## src/rtl/aurora_hls_nfc_ctrl.sv

```systemverilog
// Aurora 64B/66B native flow control request generator: turns RX FIFO
// watermark flags into XOFF/XON words on the core's AXI4-Stream NFC input.
module aurora_hls_nfc_ctrl #(
    parameter logic [15:0] XOFF_CODE = 16'hFFFF,
    parameter logic [15:0] XON_CODE  = 16'h0000
) (
    input  logic        clk,
    input  logic        rst_n,
    input  logic        fifo_rx_prog_full,
    input  logic        fifo_rx_prog_empty,
    input  logic        s_axi_nfc_tready,
    output logic        s_axi_nfc_tvalid,
    output logic [15:0] s_axi_nfc_tdata
);

    // NFC handshake: a word transfers on a rising edge where tvalid and tready
    // are both 1; once tvalid is raised, tdata is frozen until that transfer.
    typedef enum logic [1:0] {
        RUN       = 2'd0,
        SEND_XOFF = 2'd1,
        PAUSED    = 2'd2,
        SEND_XON  = 2'd3
    } state_e;

    state_e      state_q, state_d;
    logic        tvalid_q, tvalid_d;
    logic [15:0] tdata_q, tdata_d;
    logic        handshake;

    assign handshake = tvalid_q & s_axi_nfc_tready;

    always_ff @(posedge clk or negedge rst_n) begin
        if (!rst_n) begin
            state_q  <= RUN;
            tvalid_q <= 1'b0;
            tdata_q  <= 16'h0000;
        end else begin
            state_q  <= state_d;
            tvalid_q <= tvalid_d;
            tdata_q  <= tdata_d;
        end
    end

    // Each state looks only at its own trigger; the gap between the two
    // watermarks gives the hysteresis, so PAUSED ignores prog_full dropping.
    always_comb begin
        state_d  = state_q;
        tvalid_d = tvalid_q;
        tdata_d  = tdata_q;
        unique case (state_q)
            RUN: begin
                if (fifo_rx_prog_full) begin
                    state_d  = SEND_XOFF;
                    tvalid_d = 1'b1;
                    tdata_d  = XOFF_CODE;
                end
            end
            SEND_XOFF: begin
                if (handshake) begin
                    state_d  = PAUSED;
                    tvalid_d = 1'b0;
                end
            end
            PAUSED: begin
                if (fifo_rx_prog_empty) begin
                    state_d  = SEND_XON;
                    tvalid_d = 1'b1;
                    tdata_d  = XON_CODE;
                end
            end
            SEND_XON: begin
                if (handshake) begin
                    state_d  = RUN;
                    tvalid_d = 1'b0;
                end
            end
            default: begin
                state_d  = RUN;
                tvalid_d = 1'b0;
            end
        endcase
    end

    assign s_axi_nfc_tvalid = tvalid_q;
    assign s_axi_nfc_tdata  = tdata_q;

endmodule

```

## config.mk

```make
export PLATFORM = sky130hd
export DESIGN_NAME = aurora_hls_nfc_ctrl
export DESIGN_NICKNAME = d
export VERILOG_FILES = /design/src/rtl/aurora_hls_nfc_ctrl.sv
export SDC_FILE = /design/constraint.sdc
export NUM_CORES = 1
export LEC_CHECK = 0
export CORE_AREA = 2 2 39 41
export CTS_CLUSTER_SIZE = 8
export DETAILED_ROUTE_END_ITERATION = 10
export DIE_AREA = 0 0 41 43
export HOLD_SLACK_MARGIN = 0.02
export SETUP_SLACK_MARGIN = 0.1
export SLEW_MARGIN = 20
export SYNTH_ARGS = -nofsm -noshare
export SYNTH_HDL_FRONTEND = slang
export SYNTH_SLANG_ARGS = --single-unit
```

## constraint.sdc

```tcl
create_clock -name clk -period 1.8 [get_ports clk]
set_input_delay 0.27 -clock clk [delete_from_list [all_inputs] [get_ports clk]]
set_output_delay 0.27 -clock clk [all_outputs]
set_load 0.02 [all_outputs]
```

After elaboration in Yosys (flattened, before gate mapping). Index checks and enable logic that the tools add are counted.

Bits in registers: 19. Input port bits: 5. Logic and storage cells: 30.

Reduce and logical (&&, ||, !) cells: 6. Bitwise gates (word level): 1. Muxes and demuxes: 12. Equality and inequality tests: 8.

Operator list (number): $mux W16 (2); $pmux W16 S2 (1); $mux W2 (4); $ne A2 B2 Y1 const B (4); $pmux W2 S4 (1); $reduce_and A3 Y1 (2); $eq A2 B2 Y1 const B (2); $reduce_and A4 Y1 (1); $mux W1 (3); $pmux W1 S3 (1); $eq A2 B1 Y1 const B (1); $logic_not A2 Y1 (1); $ne A2 B1 Y1 const B (1); $reduce_bool A2 Y1 (1); $reduce_or A2 Y1 (1); $and A1 B1 Y1 (1).

Longest topological paths before layout.
Word-level depth: 4. Mapped depth: 5. Mapped depth without buffers: 5.

Least setup slack after synthesis. No wires, ideal clock.

Path type: register to register. Start point: reg state_q[1]. End point: reg state_q[1]. Slack: 0.452 ns. Setup time: 0.125 ns. Arrival time: 1.223 ns. Data required time: 1.675 ns. Stages on the path, launching flop included: 6. Cell sequence: dfrtp_1 inv_1 ha_1 o2bb2ai_1 and3_4 mux2_4.

Cells in the longest elaborated chain, start to end: 3. Elaborated cells between the ends (all ways): 10. Classes of those cells: eq/ne (7); mux (1); reduce/logical (2).

Ends and longest elaborated chain: from (decl) (line 25) `state_e state_q, state_d;`; from (signal assigned) (line 38) `state_q <= state_d;`; $eq A2 B1 Y1, or another cell as far along (line 50) `unique case (state_q)`; $ne A2 B2 Y1 (no source line); $reduce_and A4 Y1 (no source line).

Parallel ways exist; a longest one is shown, timed or not. A chain may end at the register's enable or synchronous reset.

==> impl_metrics.py <==
metrics = {
    "die": {
        "design.core.area_um2": 1380,
        "initial_utilization": 0.261,
        "floorplan.io_pins": 22,
        "rows": 14,
        "die-area_um2": 1760,
        "floorplan.die.height_um": 43,
        "die-width_um": 41,
    },
    "yosys": {
        "synthCells": 38,
        "synth_top_family_by_area": "buffers and inverters",
        "synth.largest_area_cell": "sky130_fd_sc_hd__buf_4",
        "yosysSeqAreaShare": 0.277,
        "syn_area_per_cell_um2": 9.52,
        "synth_xor_xnor_area_share": 0,
        "synth_compound_gate_area_share": 0.0727,
        "synthesis.area_um2": 362,
        "post_synth_num_cell_types": 13,
        "yosys-mux-area-fraction": 0.0692,
        "synth-simple-area-share": 0.100,
        "synth_top_area_share": 0.311,
        "synth_adder_area_share": 0.138,
        "ys_warn_count": 0,
        "syn-num-nets": 47,
        "ys_seq_elements": 4,
        "synth.area.top_cells": "sky130_fd_sc_hd__buf_4 (31%), sky130_fd_sc_hd__dfrtp_1 (28%), sky130_fd_sc_hd__ha_1 (14%)",
    },
    "critical_path": {
        "r2r_start": "state_q[1]",
        "worstPathMaxFanout": 17,
        "cp_cell_sequence": "clkdlybuf4s50_1",
        "cpLargestDelayFamily": "buffers and inverters",
        "path_depth": 1,
        "crit_type": "register to output port",
        "rr_worst_depth": 5,
        "worst-path-buf-inv": 1,
        "crit_start": "s_axi_nfc_tdata[14]",
        "required_ps": 1530,
        "cp_slowest_stage_delay_ps": 650,
        "worstSetupEndpointType": "output port",
        "crit_path_start_kind": "register",
        "cpMaxStageDelayCell": "sky130_fd_sc_hd__clkdlybuf4s50_1",
        "cp_data_arrival_time_ps": 1360,
    },
    "flow_run": {
        "max_cap_violations": 0,
    },
    "timing": {
        "drv_slew": 0,
        "timing.setup.tns_ps": 0,
        "max_clk_rate_mhz": 615,
        "finalWorstPathRequiredPeriod_ps": 1630,
        "final_min_period_over_clock_period": 0.904,
        "slew_headroom": 0.848,
        "tightest_slew_ps": 228,
        "setup_viol": 0,
        "final_hold_viol_count": 0,
        "final.setup_skew_ps": 2.73,
        "grt_setup_unrepaired": "no",
    },
    "clock_network": {
        "cts.reportedPaths.clkPinSlew_ps": 40,
        "cts.sink_count": 4,
        "ctsRootBufferMaster": "sky130_fd_sc_hd__clkbuf_4",
        "cts_buffer_depth": 2,
        "count_of_buffers_added_by_post_cts_timing_repair_for_setup": 0,
        "cts_buffers": 3,
        "cts_resized": 1,
        "hold_bufs_inserted_after_cts": 0,
        "clock_tree_from_tritoncts": "done",
        "htreeDepth": 1,
        "worstSkewPairLatency_ps": 230,
    },
    "route": {
        "postRouteAntennaNets": 0,
        "firstDrtPassIters": 4,
        "drt_iter0_markers": 1,
        "wire_per_inst_um": 9.87,
        "drt_wl_total_um": 622,
        "viasPerCell": 4.24,
        "num_vias": 267,
        "post-route-drc-count": 0,
    },
    "global_route": {
        "grtUsageTotal": 0.0847,
        "met3_track_demand_over_resource": 0.0628,
        "top_usage_layer": "met2",
        "grt.met2_usage": 0.138,
        "grt_antenna_before_repair": 0,
        "wire_length_of_the_first_global_routing_pass_um": 966,
        "grt.overflow.total": 0,
        "vias_in_the_first_global_route": 256,
        "largest_net_degree_at_the_start_of_global_routing": 18,
        "use_met1": 0.0717,
    },
    "layout": {
        "finalNetCount": 58,
        "antennaDiodeCount": 0,
        "layout-drive-gt1-share": 0.128,
        "layout.area.seq_um2": 101,
        "postLayoutCoreUtil": 0.383,
        "multi_input_area_um2": 138,
        "final_design_area_no_fill_um2": 531,
        "fillCellCount": 136,
        "area_growth_pct": 46.7,
    },
    "pwr": {
        "pwr_density_cell_nw_per_um2": 395,
        "worst_ir_drop_vdd_uv": 373,
        "finalPower_uw": 210,
        "power_leakage_uw": 0.000410,
    },
    "placement": {
        "placedInstanceArea_um2": 479,
        "port_buf_inserts": 21,
        "gp_congestion": 0.746,
    },
    "status": {
        "outcome": "finished, final reports clean",
    },
    "worst_hold_path": {
        "type_of_the_tightest_min_delay_check": "input pin to async pin",
    },
}
routing by layer:
metal  wire length, µm  vias up
li1                  -      128
met1               218      122
met2               348       17
met3                55        0
met4                 0        0
met5                 0        -
synth_stat cells, drive strengths merged:
cell type  instances
a31oi              2
and3               1
buf               15
dfrtp              4
ha                 4
inv                3
mux2               1
mux2i              1
nand2b             2
nand3              1
nor2               2
o21ai              1
o2bb2ai            1
kinds of logic after synthesis:
group | Yosys count
flip-flops | 4
AND/OR/NAND/NOR | 6
AO/OA/AOI/OAI | 4
buffers and inverters | 18
multiplexers | 2
adder cells (fa/ha/maj) | 4
per-stage QoR:
stage | cells | hold slack, ps | worst slack (ps)
floorplan | 38 | -25.6 | 452
global placement | 60 | 484 | 252
detailed placement | 60 | 490 | 207
CTS | 63 | 239 | 110
global route | 63 | 247 | 99.3
finish | 63 | 239 | 173
worst register-to-register path: cells and delay by family (launching register included):
family / cells / cell delay [ps]
multiplexers: 1 / 300
AO/OA/AOI/OAI: 1 / 150
AND/OR/NAND/NOR: 1 / 220
buffers and inverters: 1 / 70
flip-flops: 1 / 380
adder cells (fa/ha/maj): 1 / 190
path summary, 6_finish.rpt:
check | to | slack (ps)
max in group asynchronous | s_axi_nfc_tdata[14] | 1380
max reg2reg | state_q[1] | 360
min in group clk | state_q[1] | 580
max | s_axi_nfc_tdata[13] | 170
min reg2reg | state_q[1] | 580
min | s_axi_nfc_tvalid | 240
flip-flops by register name, indices dropped and copies added (netlist names):
register / flops
s_axi_nfc_tdata: 1
state_q: 2
s_axi_nfc_tvalid: 1
final cells by class:
| cell class | instances | area share |
|---|---|---|
| repair buffers | 21 | 0.448 |
| multi-input cells | 16 | 0.259 |
| flip-flops and latches | 4 | 0.191 |
| clock buffers | 3 | 0.0425 |
| well taps | 16 | 0.0377 |
| inverters | 3 | 0.0212 |
placed cells by master (no fill, tap or decap), drive strengths merged:
cell / instances
nand3: 1
nor2: 2
and3: 1
mux2i: 1
ha: 4
o2bb2ai: 1
clkbuf: 3
a31oi: 2
clkdlybuf4s50: 10
o21ai: 1
dlymetal6s2s: 11
dfrtp: 4
inv: 3
mux2: 1
nand2b: 2
where the power goes:
part | switching (µW) | internal [µW] | total, µW | leakage (µW)
clock network | 33.7 | 74.3 | 108 | 0.0000138
logic | 2.99 | 8.23 | 11.2 | 0.000348
registers | 0 | 90.5 | 90.5 | 0.0000490
Note: power is estimated with default switching activity, not from simulation.
